File: src/rtl/uart_pkg.sv
// Shared types and constants for the memory-mapped UART transmit controller.
// Register offsets are word indices (addr[3:2]) inside the 16-byte window.
package uart_pkg;

   typedef enum logic [2:0] {
      IDLE   = 3'd0,
      START  = 3'd1,
      DATA   = 3'd2,
      PARITY = 3'd3,
      STOP   = 3'd4
   } uart_state_e;

   localparam logic [1:0] OFF_TXDATA  = 2'd0;
   localparam logic [1:0] OFF_STATUS  = 2'd1;
   localparam logic [1:0] OFF_BAUDDIV = 2'd2;

   localparam int ST_BUSY_BIT   = 0;
   localparam int ST_FULL_BIT   = 1;
   localparam int ST_EMPTY_BIT  = 2;
   localparam int ST_OVF_BIT    = 3;
   localparam int ST_CNT_LSB    = 4;
   localparam int ST_PARITY_BIT = 8;

   // A divider of zero would stall the bit counter, so it behaves as one.
   function automatic logic [15:0] eff_div(input logic [15:0] div);
      return (div == 16'd0) ? 16'd1 : div;
   endfunction

endpackage

File: src/rtl/mmio_uart_ctrl_if.sv
// CPU data-memory bus slice seen by the UART: address/store/load strobes in,
// combinational read data and window hit out.
interface mmio_uart_ctrl_if;
   logic [31:0] addr;
   logic [31:0] write_data;
   logic        mem_write;
   logic        mem_read;
   logic [31:0] read_data;
   logic        hit;

   modport master (output addr, write_data, mem_write, mem_read, input read_data, hit);
   modport slave  (input addr, write_data, mem_write, mem_read, output read_data, hit);
endinterface

File: src/rtl/mmio_uart_ctrl_sync_fifo.sv
// Synchronous FIFO, head visible combinationally; push ignored when full, pop ignored when empty.
// Fullness and emptiness are the pre-edge values, so a same-cycle push+pop on a full FIFO drops the push.
module sync_fifo #(
   parameter int WIDTH = 8,
   parameter int DEPTH = 8
) (
   input  logic                     clk,
   input  logic                     reset,
   input  logic                     push_i,
   input  logic [WIDTH-1:0]         push_dat_i,
   input  logic                     pop_i,
   output logic [WIDTH-1:0]         head_dat_o,
   output logic                     full_o,
   output logic                     empty_o,
   output logic [$clog2(DEPTH):0]   count_o
);
   localparam int AW = $clog2(DEPTH);

   logic [WIDTH-1:0] mem_q [DEPTH];
   logic [AW-1:0]    wr_ptr_q, wr_ptr_d;
   logic [AW-1:0]    rd_ptr_q, rd_ptr_d;
   logic [AW:0]      count_q, count_d;
   logic             do_push, do_pop;

   assign full_o     = (count_q == (AW+1)'(DEPTH));
   assign empty_o    = (count_q == '0);
   assign count_o    = count_q;
   assign head_dat_o = mem_q[rd_ptr_q];
   assign do_push    = push_i && !full_o;
   assign do_pop     = pop_i && !empty_o;

   always_comb begin
      wr_ptr_d = wr_ptr_q;
      rd_ptr_d = rd_ptr_q;
      count_d  = count_q;
      if (do_push) wr_ptr_d = wr_ptr_q + 1'b1;
      if (do_pop)  rd_ptr_d = rd_ptr_q + 1'b1;
      case ({do_push, do_pop})
         2'b10:   count_d = count_q + 1'b1;
         2'b01:   count_d = count_q - 1'b1;
         default: count_d = count_q;
      endcase
   end

   always_ff @(posedge clk) begin
      if (reset) begin
         wr_ptr_q <= '0;
         rd_ptr_q <= '0;
         count_q  <= '0;
      end else begin
         wr_ptr_q <= wr_ptr_d;
         rd_ptr_q <= rd_ptr_d;
         count_q  <= count_d;
      end
   end

   always_ff @(posedge clk) begin
      if (do_push) mem_q[wr_ptr_q] <= push_dat_i;
   end

endmodule

File: src/rtl/mmio_uart_ctrl.sv
// Memory-mapped UART transmitter: register window decode, TX FIFO and 8N1 bit-timing FSM.
// Optional even-parity bit between data and stop when UART_PARITY_EN is defined.
module mmio_uart_ctrl
   import uart_pkg::*;
#(
   parameter logic [31:0] BASE_ADDR   = 32'h0000_0400,
   parameter int          FIFO_DEPTH  = 8,
   parameter logic [15:0] DEFAULT_DIV = 16'd434
) (
   input  logic             clk,
   input  logic             reset,
   mmio_uart_ctrl_if.slave  bus,
   output logic             tx
);
   localparam int CW = $clog2(FIFO_DEPTH) + 1;

   logic        hit;
   logic [1:0]  off;
   logic        wr_en, txdata_wr, ovf_set, ovf_clr;
   logic        fifo_push, fifo_pop, fifo_full, fifo_empty;
   logic [7:0]  fifo_head;
   logic [CW-1:0] fifo_count;
   logic [31:0] count_ext;
   logic [3:0]  count_sat;
   logic [31:0] status, rdata;
   logic        bit_end, start_frame;
   logic        unused_bits;

   logic [15:0] baud_q, baud_d;
   logic        ovf_q, ovf_d;
   uart_state_e state_q, state_d;
   logic [15:0] div_active_q, div_active_d;
   logic [15:0] cnt_q, cnt_d;
   logic [2:0]  bit_q, bit_d;
   logic [7:0]  shift_q, shift_d;
   logic        tx_q, tx_d;
`ifdef UART_PARITY_EN
   logic        par_q, par_d;
`endif

   assign hit         = (bus.addr[31:4] == BASE_ADDR[31:4]);
   assign off         = bus.addr[3:2];
   assign bus.hit     = hit;
   assign unused_bits = ^{bus.addr[1:0], bus.write_data[31:16]};

   assign wr_en     = bus.mem_write && hit;
   assign txdata_wr = wr_en && (off == OFF_TXDATA);
   assign fifo_push = txdata_wr && !fifo_full;
   assign ovf_set   = txdata_wr && fifo_full;
   assign ovf_clr   = wr_en && (off == OFF_STATUS) && bus.write_data[ST_OVF_BIT];
   // Set dominates clear so an overflow in the clearing cycle is never lost.
   assign ovf_d     = ovf_set | (ovf_q & ~ovf_clr);
   assign baud_d    = (wr_en && (off == OFF_BAUDDIV)) ? bus.write_data[15:0] : baud_q;

   sync_fifo #(.WIDTH(8), .DEPTH(FIFO_DEPTH)) u_fifo (
      .clk        (clk),
      .reset      (reset),
      .push_i     (fifo_push),
      .push_dat_i (bus.write_data[7:0]),
      .pop_i      (fifo_pop),
      .head_dat_o (fifo_head),
      .full_o     (fifo_full),
      .empty_o    (fifo_empty),
      .count_o    (fifo_count)
   );

   assign count_ext = 32'(fifo_count);
   assign count_sat = (count_ext > 32'd15) ? 4'hF : count_ext[3:0];

   always_comb begin
      status                       = '0;
      status[ST_BUSY_BIT]          = (state_q != IDLE);
      status[ST_FULL_BIT]          = fifo_full;
      status[ST_EMPTY_BIT]         = fifo_empty;
      status[ST_OVF_BIT]           = ovf_q;
      status[ST_CNT_LSB +: 4]      = count_sat;
`ifdef UART_PARITY_EN
      status[ST_PARITY_BIT]        = 1'b1;
`endif
   end

   always_comb begin
      rdata = '0;
      if (bus.mem_read && hit) begin
         case (off)
            OFF_STATUS:  rdata = status;
            OFF_BAUDDIV: rdata = {16'h0000, baud_q};
            default:     rdata = '0;
         endcase
      end
   end
   assign bus.read_data = rdata;

   assign bit_end     = (cnt_q == div_active_q - 16'd1);
   // A new frame starts from IDLE, or back-to-back at the last stop-bit cycle.
   assign start_frame = !fifo_empty && ((state_q == IDLE) || ((state_q == STOP) && bit_end));
   assign fifo_pop    = start_frame;

   always_comb begin
      state_d      = state_q;
      div_active_d = div_active_q;
      cnt_d        = cnt_q;
      bit_d        = bit_q;
      shift_d      = shift_q;
`ifdef UART_PARITY_EN
      par_d        = par_q;
`endif
      case (state_q)
         IDLE: ;
         START: begin
            cnt_d = cnt_q + 16'd1;
            if (bit_end) begin
               cnt_d   = '0;
               bit_d   = '0;
               state_d = DATA;
            end
         end
         DATA: begin
            cnt_d = cnt_q + 16'd1;
            if (bit_end) begin
               cnt_d   = '0;
               shift_d = {1'b0, shift_q[7:1]};
               bit_d   = bit_q + 3'd1;
               if (bit_q == 3'd7) begin
`ifdef UART_PARITY_EN
                  state_d = PARITY;
`else
                  state_d = STOP;
`endif
               end
            end
         end
`ifdef UART_PARITY_EN
         PARITY: begin
            cnt_d = cnt_q + 16'd1;
            if (bit_end) begin
               cnt_d   = '0;
               state_d = STOP;
            end
         end
`endif
         STOP: begin
            cnt_d = cnt_q + 16'd1;
            if (bit_end) begin
               cnt_d   = '0;
               state_d = IDLE;
            end
         end
         default: state_d = IDLE;
      endcase

      if (start_frame) begin
         shift_d      = fifo_head;
         div_active_d = eff_div(baud_q);
         cnt_d        = '0;
         bit_d        = '0;
         state_d      = START;
`ifdef UART_PARITY_EN
         par_d        = ^fifo_head;
`endif
      end

      case (state_d)
         START:   tx_d = 1'b0;
         DATA:    tx_d = shift_d[0];
`ifdef UART_PARITY_EN
         PARITY:  tx_d = par_d;
`endif
         default: tx_d = 1'b1;
      endcase
   end

   always_ff @(posedge clk) begin
      if (reset) begin
         state_q      <= IDLE;
         div_active_q <= '0;
         cnt_q        <= '0;
         bit_q        <= '0;
         shift_q      <= '0;
         tx_q         <= 1'b1;
         baud_q       <= DEFAULT_DIV;
         ovf_q        <= 1'b0;
`ifdef UART_PARITY_EN
         par_q        <= 1'b0;
`endif
      end else begin
         state_q      <= state_d;
         div_active_q <= div_active_d;
         cnt_q        <= cnt_d;
         bit_q        <= bit_d;
         shift_q      <= shift_d;
         tx_q         <= tx_d;
         baud_q       <= baud_d;
         ovf_q        <= ovf_d;
`ifdef UART_PARITY_EN
         par_q        <= par_d;
`endif
      end
   end

   assign tx = tx_q;

endmodule

File: src/flat_wrapper.sv
// flat-port wrapper written by rule: the top's interface ports become plain ports
module mmio_uart_ctrl_flat import uart_pkg::*;
#(
   parameter logic [31:0] BASE_ADDR   = 32'h0000_0400,
   parameter int          FIFO_DEPTH  = 8,
   parameter logic [15:0] DEFAULT_DIV = 16'd434
)
  (clk, reset, tx, bus_addr, bus_write_data, bus_mem_write, bus_mem_read, bus_read_data, bus_hit);
  mmio_uart_ctrl_if bus_i ();
  input  logic clk;
  input  logic reset;
  output logic tx;
  input wire logic [$bits(bus_i.addr)-1:0] bus_addr;
  input wire logic [$bits(bus_i.write_data)-1:0] bus_write_data;
  input wire logic [$bits(bus_i.mem_write)-1:0] bus_mem_write;
  input wire logic [$bits(bus_i.mem_read)-1:0] bus_mem_read;
  output wire logic [$bits(bus_i.read_data)-1:0] bus_read_data;
  output wire logic [$bits(bus_i.hit)-1:0] bus_hit;
  assign bus_i.addr = bus_addr;
  assign bus_i.write_data = bus_write_data;
  assign bus_i.mem_write = bus_mem_write;
  assign bus_i.mem_read = bus_mem_read;
  assign bus_read_data = bus_i.read_data;
  assign bus_hit = bus_i.hit;
  mmio_uart_ctrl #(.BASE_ADDR(BASE_ADDR), .FIFO_DEPTH(FIFO_DEPTH), .DEFAULT_DIV(DEFAULT_DIV)) u_core (.clk(clk), .reset(reset), .bus(bus_i), .tx(tx));
endmodule
File: config.mk
export PLATFORM = sky130hd
export DESIGN_NAME = mmio_uart_ctrl_flat
export DESIGN_NICKNAME = d
export VERILOG_FILES = /design/src/rtl/uart_pkg.sv /design/src/rtl/mmio_uart_ctrl_if.sv /design/src/rtl/mmio_uart_ctrl_sync_fifo.sv /design/src/rtl/mmio_uart_ctrl.sv /design/src/flat_wrapper.sv
export SDC_FILE = /design/constraint.sdc
export NUM_CORES = 1
export LEC_CHECK = 0
export ABC_AREA = 1
export CORE_MARGIN = 2
export CORE_UTILIZATION = 46
export DETAILED_ROUTE_END_ITERATION = 12
export MAX_ROUTING_LAYER = met4
export PLACE_DENSITY = 0.79
export RECOVER_POWER = 25
export SLEW_MARGIN = 20
export SYNTH_ARGS = -nofsm -noshare
export SYNTH_HDL_FRONTEND = slang
export SYNTH_SLANG_ARGS = --single-unit
export TNS_END_PERCENT = 20
File: constraint.sdc
create_clock -name clk -period 3.2 [get_ports clk]
set_input_delay 0.48 -clock clk [delete_from_list [all_inputs] [get_ports clk]]
set_output_delay 0.48 -clock clk [all_outputs]
set_load 0.02 [all_outputs]
Yosys cells after proc, flatten, opt, wreduce, memory -nomap -nowiden. Memory sizes are Yosys's and may differ from the RTL's. A register that Yosys moved wholly into a read port is not among the register bits. Index checks and enable logic that the tools add are counted. W data, S select, Z words.

Register bits: 74. Bits in writable memories: 64. Bits of input ports: 68. Output and inout bits: 34. Word-level logic and storage cells: 90. Memories: 1.

Memory list: u_core.u_fifo.mem_q (depth 8, width 8, rd ports 1, clocked after Yosys merged registers in 1, wr ports 1, RTL line mmio_uart_ctrl_sync_fifo.sv:19) `logic [WIDTH-1:0] mem_q [DEPTH];`.

Add/subtract/negate cells: 7. Magnitude comparators: 1. Equal/unequal tests: 15. Mux-type cells: 23. Bitwise operators: 3. Reduce and logical (&&, ||, !) cells: 28.

Operator list (number): $mux W16 (2); $mux W32 (1); $pmux W16 S2 (1); $eq A28 B7 Y1 const B (1); $mux W3 (9); $mux W8 (3); $add A16 B1 Y16 const B (1); $eq A16 B16 Y1 (1); $logic_not A16 Y1 (1); $sub A16 B1 Y16 const B (1); $logic_and A1 B1 Y1 (12); $pmux W3 S4 (1); $add A3 B1 Y3 const B (3); $pmux W4 S2 (1); $reduce_bool A2 Y1 (4); $eq A3 B1 Y1 const B (2); $eq A3 B2 Y1 const B (2); $eq A3 B3 Y1 const B (2); $pmux W3 S2 (1); $add A4 B1 Y4 const B (1); $eq A2 B1 Y1 const B (2); $eq A2 B2 Y1 const B (2); $eq A4 B4 Y1 const B (1); $gt A4 B4 Y1 const B (1); other kinds (18) (21).

Longest topological paths before layout. Gate-level depths: netlist of run 1.

Word-level depth: 8. Depth in mapped cells: 25. Depth with buffers taken out: 24.

Modules after synthesis. A second synthesis of run 1 with hierarchy kept.

Cells, all modules: 876. Area total of the unflattened synthesis: 7247.0 sq um.

By module, submodules not included: mmio_uart_ctrl (instances 1, cells each 600, area an instance 4033.9 sq um, sequential area each 1281.2 sq um); sync_fifo (instances 1, cells each 276, area an instance 3213.1 sq um, sequential area each 2182.1 sq um).

Least setup slack after synthesis of run 1. No wires, ideal clock.

Path type: reg2reg. Start: reg u_core.div_active_q[0]. End: reg u_core.u_fifo.count_q[3] (netlist: u_core.u_fifo.count_o[3]). Setup time: 0.119 ns. Arrival: 2.875 ns. Required time: 3.081 ns. Slack: 0.206 ns. Stages on the path, launching flop included: 23. Path buffers: 1. Period minus slack after synthesis: 2.994 ns. Cells stage by stage: dfxtp_1 > inv_1 > ha_1 > nand2_1 > nor2_1 > nand2_1 > xor2_1 > nand2_1 > nor2_4 > nand3_4 > nand2_2 > nand2_4 > clkinv_2 > buf_6 > ha_1 > xnor2_1 > inv_1 > a32oi_1 > nor2_1 > nor2_1 > nand2_1 > o21ai_0 > a21oi_1.

Longest elaborated chain between the ends: 8. Elaborated cells on any way between the ends: 10. Classes of those cells: add/sub: 1; eq/ne: 3; mux: 1; reduce/logical: 5.

RTL lines: from (decl) (RTL line mmio_uart_ctrl.sv:32) `logic [15:0] div_active_q, div_active_d;`; from (signal assigned) (RTL line mmio_uart_ctrl.sv:188) `div_active_q <= div_active_d;`; $sub A16 B1 Y16 (*) (RTL line mmio_uart_ctrl.sv:94) `assign bit_end = (cnt_q == div_active_q - 16'd1);`; $eq A16 B16 Y1 (*) (RTL line mmio_uart_ctrl.sv:94); $logic_and A1 B1 Y1 (*) (RTL line mmio_uart_ctrl.sv:96) `assign start_frame = !fifo_empty && ((state_q == IDLE) || ((state_q == STOP) && bit_end));`; $logic_or A1 B1 Y1 (*) (RTL line mmio_uart_ctrl.sv:96); $logic_and A1 B1 Y1 (*) (RTL line mmio_uart_ctrl.sv:96); $logic_and A1 B1 Y1 (*) (RTL line mmio_uart_ctrl_sync_fifo.sv:30) `assign do_pop = pop_i && !empty_o;`; named net u_core.u_fifo.do_pop (RTL line mmio_uart_ctrl_sync_fifo.sv:23) `logic do_push, do_pop;`; $eq A2 B1 Y1 / $eq A2 B2 Y1 (equally long branches) (RTL line mmio_uart_ctrl_sync_fifo.sv:38) `case ({do_push, do_pop})`; $pmux W4 S2 / $reduce_bool A2 Y1 (equally long branches); to (signal assigned) (RTL line mmio_uart_ctrl_sync_fifo.sv:53) `count_q <= count_d;`; to (decl) (RTL line mmio_uart_ctrl_sync_fifo.sv:22) `logic [AW:0] count_q, count_d;`.

The timed path passes the listed nets; every way through them passes the cells marked *. A chain may end at the register's enable or synchronous reset.

Worst setup path in the final report of run 1.
Start: in bus_addr[23]. End: out bus_read_data[9].

Longest elaborated chain between the ends: 3.

RTL lines: from (decl) (RTL line flat_wrapper.sv:13) `input wire logic [$bits(bus_i.addr)-1:0] bus_addr;`; $eq A28 B7 Y1 (RTL line mmio_uart_ctrl.sv:41) `assign hit = (bus.addr[31:4] == BASE_ADDR[31:4]);`; $logic_and A1 B1 Y1 (RTL line mmio_uart_ctrl.sv:84) `if (bus.mem_read && hit) begin`; $mux W32 (RTL line mmio_uart_ctrl.sv:84); to (decl) (RTL line flat_wrapper.sv:17) `output wire logic [$bits(bus_i.read_data)-1:0] bus_read_data;`.

Every way passes these cells.

==> results of run 1 <==
-- sequential cells by signal (all words and copies together), names as in the netlist, 4 cells and up, named ones only --
signal	cells
u_core.div_active_q	16
u_core.shift_q	8
u_core.u_fifo.mem_q	64
u_core.u_fifo.count_o	4
u_core.baud_q	16
u_core.cnt_q	16
-- cell usage after synthesis, types with 3 or more instances --
| master | instances |
|---|---|
| nor2_4 | 3 |
| buf_2 | 4 |
| nor3_1 | 22 |
| o21ai_1 | 15 |
| inv_2 | 3 |
| nand4_1 | 17 |
| xnor2_1 | 7 |
| nor4_1 | 8 |
| nor3b_1 | 3 |
| inv_1 | 72 |
| a21oi_1 | 69 |
| nor2_1 | 93 |
| nand3_1 | 49 |
| nand2_1 | 190 |
| ha_1 | 12 |
| clkbuf_1 | 18 |
| or2_2 | 9 |
| o21ai_0 | 31 |
| nor2_2 | 17 |
| nand2_2 | 8 |
| dfxtp_1 | 77 |
| buf_6 | 3 |
| xor2_1 | 21 |
| edfxtp_1 | 64 |
| buf_4 | 17 |
| a221oi_1 | 14 |
-- how the worst max path moves through the flow --
stage,to,startpoint,cells after the start
floorplan,u_core.u_fifo.count_o[3],u_core.div_active_q[0],22
global placement,u_core.u_fifo.count_o[3],bus_addr[23],16
detailed placement,u_core.u_fifo.count_o[3],bus_addr[23],16
CTS,bus_read_data[5],bus_addr[23],8
global route,u_core.u_fifo.count_o[3],u_core.div_active_q[0],21
finish,bus_read_data[9],bus_addr[23],7
-- layout make-up --
| type | instances | area, um^2 | share of cell area |
|---|---|---|---|
| multi-input combinational | 621 | 3210 | 0.372 |
| sequential | 141 | 3460 | 0.401 |
| tap | 188 | 235 | 0.0273 |
| timing repair buffer | 90 | 866 | 0.100 |
| inverter | 78 | 294 | 0.0341 |
| clock inverter | 13 | 129 | 0.0149 |
| clock buffer | 19 | 433 | 0.0502 |
-- routing by layer --
layer | vias to the layer above | track usage
met1 | 2795 | 0.275
li1 | 3043 | -
met3 | 18 | 0.0491
met5 | - | -
met2 | 194 | 0.345
met4 | 0 | 0.0782
-- metrics by stage --
stage	power, W	TNS (ns)	worst slack (ns)	hold WS [ns]
final	0.00658	0	0.137	0.467
after detailed placement	0.00464	-0.0421	-0.0421	0.462
after CTS	0.00653	0	0.0372	0.471
after global placement	0.00458	-0.0112	-0.0112	0.455
after floorplan	0.00409	0	0.206	0.437
after global routing	0.00705	-0.0153	-0.0105	0.482
-- worst max-delay path: cells and delay by family --
family	cells	cell delay (ns)
buf+inv	2	1.07
simple gates	5	1.04
-- cell families (layout without fill, tap and decap cells) --
| group | count (synthesis) | in the layout | share of synthesized area |
|---|---|---|---|
| AOI/OAI and AO/OA | 135 | 135 | 0.105 |
| xor gates and xnor gates | 28 | 28 | 0.0344 |
| adders and majority gates | 12 | 12 | 0.0211 |
| buffers and inverters | 121 | 200 | 0.0767 |
| DFF | 141 | 141 | 0.486 |
| other | 1 | 16 | 0.000526 |
| and+or+nand+nor | 430 | 430 | 0.277 |
-- power groups by stage --
stage / registers, W / logic [W] / clock network, W
floorplan: 0.00217 / 0.00192 / 0
global placement: 0.00220 / 0.00238 / 0
detailed placement: 0.00220 / 0.00244 / 0
CTS: 0.00217 / 0.00246 / 0.00190
global route: 0.00219 / 0.00287 / 0.00199
finish: 0.00217 / 0.00253 / 0.00188
==> results.toml, run 1 <==
[floorplanning]
die-width_um = 128
core_mm2 = 0.0151
placementRows = 45
die_area_mm2 = 0.0165
initial_core_util = 0.471
ioPinCount = 102
dieHeight_um = 128

[timing]
tightest_slew_ns = 1.04
relSlewSlack = 0.309
setup_viol = 0
hold_viol = 0
period_minus_slack_ns = 3.06
final.period_utilization = 0.957
max_freq_mhz = 327
skew_ns = 0.0111
maxSlewViolCount = 0

[drt]
highest_layer = "met4"
dr.pass1.iters = 5
wl_met3_um = 881
vias = 6050
drtIter0Drc = 435
m1WireLength_mm = 7.26
wire_per_inst_um = 14.4
final_antenna_net_count = 0
met2_length_mm = 8.12
avgViaCountPerCell = 5.26
drc = 0
drt_wl_total_mm = 16.5

[power_and_ir_drop]
ir_drop_mv = 0.533
intPower_w = 0.00403
swShare = 0.388
power_leakage_nw = 3.63
seqPwrFrac = 0.329
p_comb_frac = 0.385
power_density_mw_per_mm2 = 762
power_frac_clock = 0.285
netSwitchingPower_w = 0.00255

[worst_setup_path]
slowest_stage = "clkdlybuf4s50_1"
ff2ff_path_depth = 21
worstSetupPathType = "in2out"
timing.rr.end = "u_core.u_fifo.count_o[2]"
required_ns = 2.72
r2r_setup_slack_ns = 0.28
worstPathMaxFanout = 8
r2r-start = "u_core.div_active_q[0]"
crit_top_cell = "clkdlybuf4s50_1"
worst_ep_arrival_time_ns = 2.58
max_stage_delay_ns = 0.64
path_cells = "clkdlybuf4s50_1 -> nor2_1 -> nand4_1 -> nor4_4 -> nand2_2 -> nor3_1 -> clkdlybuf4s50_1"
startpoint_type = "input port"
end_kind = "primary output"

[synthesis]
yosys_warnings = 0
synth_top_cell_area_share = 0.270
seq_area_frac_synth = 0.486
yosysTopAreaCell = "edfxtp_1"
ys_types = 44
synthCells = 868
syn_area_per_cell_um2 = 8.21
ys_top_cells_by_area = "edfxtp_1 27%, dfxtp_1 22%, nand2_1 10%"
synth-seq-cells = 141
syn_area_mm2 = 0.00713
synth-edff-count = 64
synth_flop_cell = "dfxtp_1"
async_flop_share = 0

[grt]
grt_start_max_net_pins = 46
grt_pass1_vias = 5667
grt_usage = 0.218
antenna_found_initial = 0
gr-total-overflow = 0
grt_pass1_wl_mm = 27.3

[clock_tree]
clock_path_buffers = 2
post_cts_buffers = 0
cts_root_buf = "clkbuf_16"
ctsHoldBuffers = 0
cts-resized-gates = 0
cts_sinks = 141
path_clk_slew_ns = 0.06
ctsHtreeMaxLevel = 4
clk_latency_ns = 0.43
cts_made_buffers = 17
cts_tree = "done"

[cells_and_area]
antenna_cells = 0
drive_gt1_frac = 0.111
final_common_cell = "nand2_1"
nFillCells = 1303
final_cell_mix = "189 x nand2_1, 90 x nor2_1, 77 x dfxtp_1"
final_cells = 1150
area_delta_synth_final_pct = 21.1
fin_area_mm2 = 0.00863
final_nets = 1029
fin_util = 0.570

[place]
place_area_mm2 = 0.00801
numPlacedInstances = 1118
io_buffers = 67
dpl.hpwl_mm = 11.6
gp_congestion = 0.891

[status]
outcome = "finished clean"

[worst_hold_path]
worst_hold_path_type = "reg2reg"
hold_path_depth = 2
min-delay-start = "u_core.bit_q[1]"
hold_end = "u_core.bit_q[1]"

[flow_run]
drv_cap = 0
Power figures use the tool's default switching activity.
==> run 2, diff against run 1 <==
--- a/config.mk
+++ b/config.mk
@@ -8,10 +8,12 @@
 export ABC_AREA = 1
 export CORE_MARGIN = 2
 export CORE_UTILIZATION = 46
+export CTS_CLUSTER_SIZE = 20
 export DETAILED_ROUTE_END_ITERATION = 12
 export MAX_ROUTING_LAYER = met4
 export PLACE_DENSITY = 0.79
 export RECOVER_POWER = 25
+export REMOVE_ABC_BUFFERS = 1
 export SLEW_MARGIN = 20
 export SYNTH_ARGS = -nofsm -noshare
 export SYNTH_HDL_FRONTEND = slang
==> run 2 against run 1 <==
  * Flip-flop and latch count did not move
  * Setup slack got worse by 0.031 ns
  * Hold slack barely moved
  * Combinational power rose by 2%
  * Power rose by 0.29%
  * First-iteration DRC count rose by 13%
  * Critical endpoint is now bus_read_data[12]
  * Via count rose by 1.6%
  * Sequential share of layout area fell by 0.17 points
  * Critical path depth did not move
  * Largest cell class unchanged
  * Cell count rose by 0.17%
  * Sequential power barely moved
==> results.toml, run 2 (synthesis results as in run 1) <==
[place]
place_area_mm2 = 0.00802
io_buffers = 67
gp_congestion = 0.905
place_ws_ns = -0.0844
dpl.hpwl_mm = 11.2

[grt]
grt_pass1_wl_mm = 26.9
grt_pass1_vias = 5698
antenna_found_initial = 0
gr-total-overflow = 0
grt_start_max_net_pins = 46
grt_usage = 0.210

[cells_and_area]
drive_gt1_frac = 0.119
top_register = "u_core.u_fifo.mem_q"
largest_reg_flops = 64
final_cell_mix = "189 x nand2_1, 90 x nor2_1, 77 x dfxtp_1"
final_common_cell = "nand2_1"
area_delta_synth_final_pct = 21.6
fin_util = 0.572
fin_area_mm2 = 0.00867
antenna_cells = 0
final_nets = 1031

[status]
outcome = "finished clean"

[clock_tree]
cts_made_buffers = 17
ctsHtreeMaxLevel = 4
path_clk_slew_ns = 0.06
clock_path_buffers = 2
cts_sinks = 141
clk_latency_ns = 0.42
cts_root_buf = "clkbuf_16"
cts_tree = "done"

[worst_setup_path]
worst_ep_arrival_time_ns = 2.61
end_kind = "primary output"
timing.rr.end = "u_core.u_fifo.count_o[3]"
startpoint_type = "input port"
worstSetupPathType = "in2out"
r2r_setup_slack_ns = 0.31
r2r-start = "u_core.div_active_q[0]"
ff2ff_path_depth = 21
required_ns = 2.72
worstPathMaxFanout = 8

[worst_hold_path]
worst_hold_path_type = "reg2reg"
min-delay-start = "u_core.bit_q[1]"
hold_path_depth = 2
hold_end = "u_core.bit_q[1]"

[power_and_ir_drop]
seqPwrFrac = 0.330
intPower_w = 0.00398
swShare = 0.397
power_density_mw_per_mm2 = 761
power_leakage_nw = 3.65
ir_drop_mv = 0.484
power_frac_clock = 0.279
netSwitchingPower_w = 0.00262
p_comb_frac = 0.391

[timing]
max_freq_mhz = 323
setup_viol = 0
relSlewSlack = 0.364
maxSlewViolCount = 0
period_minus_slack_ns = 3.09
skew_ns = 0.0128
fin_tns_setup_ns = 0
rsz0062_at_grt = "true"
setup_ws_ns = 0.106
tightest_slew_ns = 0.954
final.period_utilization = 0.967
hold_viol = 0

[floorplanning]
ioPinCount = 102
dieHeight_um = 128
die-width_um = 128
initial_core_util = 0.471
placementRows = 45
die_area_mm2 = 0.0165
core_mm2 = 0.0151

[drt]
drt_wl_total_mm = 16.4
drtIter0Drc = 493
wire_per_inst_um = 14.3
vias = 6145
final_antenna_net_count = 0
drc = 0
avgViaCountPerCell = 5.33
dr.pass1.iters = 6

[flow_run]
drv_cap = 0
-- run 2: changes by cell type in the layout (fill, tap and decap cells not counted), moves of 2 or more --
cell,before,now
clkbuf_1,2,0
buf_4,23,25
clkinv_4,1,3
clkinv_2,2,4
-- run 2: cell type report --
type | instances | area [um^2]
Tap cell | 188 | 235
Fill cell | 1246 | 6480
Timing Repair Buffer | 92 | 881
Clock buffer | 17 | 425
Clock inverter | 15 | 134
Sequential cell | 141 | 3460
Inverter | 78 | 294
Multi-Input combinational cell | 621 | 3240
-- run 2: critical path, stage by stage --
cell and delay (ns):
clkdlybuf4s50_1 0.43, nor2_1 0.12, nand4_1 0.17, nor4_4 0.41, nand2_2 0.18, nor3_1 0.18, clkdlybuf4s50_1 0.64
-- run 2: per-stage QoR --
stage / hold WS (ns) / power [W] / std cells
floorplan: 0.438 / 0.00398 / 840
global placement: 0.452 / 0.00458 / 1119
finish: 0.466 / 0.00660 / 1152
global route: 0.483 / 0.00701 / 1152
CTS: 0.467 / 0.00651 / 1151
detailed placement: 0.458 / 0.00464 / 1119
-- run 2: power groups by stage --
stage          Combinational (W)  Sequential (W)  Clock (W)
2_1_floorplan            0.00175         0.00223          0
3_3_place_gp             0.00238         0.00220          0
3_5_place_dp             0.00243         0.00221          0
4_1_cts                  0.00247         0.00217    0.00186
5_1_grt                  0.00288         0.00220    0.00192
6_report                 0.00258         0.00218    0.00184
-- run 2: worst max path at each step --
stage | from | endpoint
2_1_floorplan | u_core.div_active_q[0] | u_core.u_fifo.count_o[3]
3_3_place_gp | bus_addr[23] | u_core.u_fifo.count_o[3]
3_5_place_dp | bus_addr[23] | u_core.u_fifo.count_o[3]
4_1_cts | bus_addr[23] | bus_read_data[11]
5_1_grt | u_core.div_active_q[0] | u_core.u_fifo.count_o[3]
6_report | bus_addr[13] | bus_read_data[12]
-- run 2: metal layers --
metal  routed length [um]  part of all wire  up-vias  GRT usage
met3                  875             0.053       20     0.0320
met1                 7320              0.45     2832      0.273
met4                  235             0.014        0     0.0698
met5                    0                 0        -          -
met2                 7990              0.49      245      0.339
li1                     -                 -     3048          -
-- run 2: what timing repair did --
action	4_1_cts	5_1_grt
buffers inserted	0	1
resized for setup	0	23
hold buffers	0	0
endpoints found under the setup margin	0	19
hold endpoints to repair	0	0
==> run 3, diff against run 2 <==
--- a/config.mk
+++ b/config.mk
@@ -7,11 +7,11 @@
 export LEC_CHECK = 0
 export ABC_AREA = 1
 export CORE_MARGIN = 2
-export CORE_UTILIZATION = 46
+export CORE_UTILIZATION = 50
 export CTS_CLUSTER_SIZE = 20
 export DETAILED_ROUTE_END_ITERATION = 12
 export MAX_ROUTING_LAYER = met4
-export PLACE_DENSITY = 0.79
+export PLACE_DENSITY = 0.84
 export RECOVER_POWER = 25
 export REMOVE_ABC_BUFFERS = 1
 export SLEW_MARGIN = 20
==> run 3 against run 2 <==
  * Sequential power is essentially flat
  * Critical path depth rose by 1
  * Register-to-register slack worse by 0.07 ns
  * Routed wire length up 0.74%
  * Global-route usage grew 2.3 points
  * Setup slack gained 0.034 ns
  * Non-clock buffer count stayed put
  * Fmax grew 1.1%
  * Critical endpoint is now bus_read_data[0]
  * Largest cell class unchanged
  * Highest routed layer unchanged
==> results.toml, run 3 (synthesis results as in run 1) <==
[status]
outcome = "finished clean"

[timing]
tightest_slew_ns = 1.00
relSlewSlack = 0.330
period_minus_slack_ns = 3.06
skew_ns = 0.0104
setup_viol = 0
maxSlewViolCount = 0
final.period_utilization = 0.956
max_freq_mhz = 327
hold_viol = 0
setup_ws_ns = 0.141
hold_ws_ns = 0.474

[power_and_ir_drop]
netSwitchingPower_w = 0.00254
power_leakage_nw = 3.69
power_frac_clock = 0.285
ir_drop_mv = 0.486
intPower_w = 0.00406
p_comb_frac = 0.386
power_density_mw_per_mm2 = 764
seqPwrFrac = 0.329
swShare = 0.385

[place]
place_area_mm2 = 0.00800
gp_congestion = 0.961
io_buffers = 67
numPlacedInstances = 1110
place_ws_ns = -0.195
dpl.hpwl_mm = 11.4

[worst_setup_path]
required_ns = 2.72
crit_start = "bus_addr[13]"
path_cells = "clkdlybuf4s50_1 -> nor2_1 -> nand4_1 -> nor4_4 -> nand3_1 -> buf_4 -> nor2_1 -> clkdlybuf4s50_1"
worstPathMaxFanout = 8
max_stage_delay_ns = 0.62
r2r_setup_slack_ns = 0.24
worst_ep_arrival_time_ns = 2.58
startpoint_type = "input port"
worstSetupPathType = "in2out"
endpoint = "bus_read_data[0]"
slowest_stage = "clkdlybuf4s50_1"
end_kind = "primary output"
r2r-start = "u_core.div_active_q[0]"
timing.rr.end = "u_core.u_fifo.count_o[3]"
ff2ff_path_depth = 23

[cells_and_area]
final_nets = 1031
antenna_cells = 0
top_register = "u_core.u_fifo.mem_q"
multi_input_area_mm2 = 0.00321
area_delta_synth_final_pct = 21.3
final_common_cell = "nand2_1"
nFillCells = 1114
drive_gt1_frac = 0.112
final_cell_mix = "189 x nand2_1, 92 x nor2_1, 77 x dfxtp_1"
regArea_mm2 = 0.00346
fin_area_mm2 = 0.00864
largest_reg_flops = 64
final_cells = 1144

[drt]
drt_wl_total_mm = 16.5
vias = 6169
drtIter0Drc = 459
drc = 0
wire_per_inst_um = 14.5
avgViaCountPerCell = 5.39
dr.pass1.iters = 5
final_antenna_net_count = 0

[flow_run]
drv_cap = 0

[grt]
antenna_found_initial = 0
gr-total-overflow = 0
grt_usage = 0.233
grt_pass1_wl_mm = 26.7
grt_pass1_vias = 5672
grt_start_max_net_pins = 46

[clock_tree]
path_clk_slew_ns = 0.05
clock_path_buffers = 2
ctsHtreeMaxLevel = 4
cts_tree = "done"
clk_latency_ns = 0.43
ctsHoldBuffers = 0
cts_made_buffers = 17
cts_sinks = 141
cts_root_buf = "clkbuf_16"

[floorplanning]
die_area_mm2 = 0.0152
dieHeight_um = 123
die-width_um = 123
core_mm2 = 0.0139
initial_core_util = 0.514
placementRows = 43
ioPinCount = 102

[worst_hold_path]
worst_hold_path_type = "reg2reg"
## run 3: cell types whose count changed in the layout (fill, tap and decap cells not counted), sizes merged
| cell | change |
|---|---|
| clkbuf | +4 |
| bufinv | +1 |
| dlymetal6s2s | +2 |
| clkdlybuf4s50 | -3 |
| inv | -3 |
| clkinv | -2 |
| dlygate4sd3 | +1 |
## run 3: final cells by class
| type | instances | area share |
|---|---|---|
| sequential | 141 | 0.401 |
| multi-input combinational | 621 | 0.371 |
| inverter | 78 | 0.0340 |
| clock inverter | 11 | 0.0123 |
| tap | 180 | 0.0261 |
| clock buffer | 21 | 0.0534 |
| timing repair buffer | 92 | 0.102 |
## run 3: critical path: cells and delay by family
family / cells / cell delay [ns]
and+or+nand+nor: 5 / 0.87
buffers and inverters: 3 / 1.22
## run 3: per-layer routing
metal,track usage,wire length (um)
met5,-,0
met4,0.0696,235
met1,0.298,7230
met2,0.376,7970
met3,0.0443,1120
## run 3: power groups by stage
stage,combinational (W),sequential (W),clock [W]
2_1_floorplan,0.00175,0.00223,0
3_3_place_gp,0.00237,0.00220,0
3_5_place_dp,0.00245,0.00220,0
4_1_cts,0.00248,0.00217,0.00189
5_1_grt,0.00285,0.00219,0.00197
6_report,0.00255,0.00217,0.00188
## run 3: worst min path at each step
stage / from / to / slack [ns] / cells past startpoint
floorplan: u_core.div_active_q[15] / u_core.div_active_q[15] / 0.44 / 2
global placement: u_core.bit_q[2] / u_core.bit_q[2] / 0.45 / 2
detailed placement: u_core.bit_q[2] / u_core.bit_q[2] / 0.47 / 2
CTS: u_core.bit_q[2] / u_core.bit_q[2] / 0.48 / 2
global route: u_core.ovf_q / u_core.ovf_q / 0.50 / 2
finish: u_core.ovf_q / u_core.ovf_q / 0.47 / 2
## run 3: repair_timing
action                                  CTS  global route
endpoints found under the setup margin    0            19
resized for setup                         0            19
setup buffers                             0             2
## run 3: stage by stage
step | total power, W | TNS (ns) | utilization
4_1_cts | 0.00654 | 0 | 0.617
5_1_grt | 0.00701 | -0.00429 | 0.623
2_1_floorplan | 0.00398 | 0 | -
3_5_place_dp | 0.00465 | -0.260 | 0.576
3_3_place_gp | 0.00457 | -0.0363 | 0.576
6_report | 0.00660 | 0 | 0.623
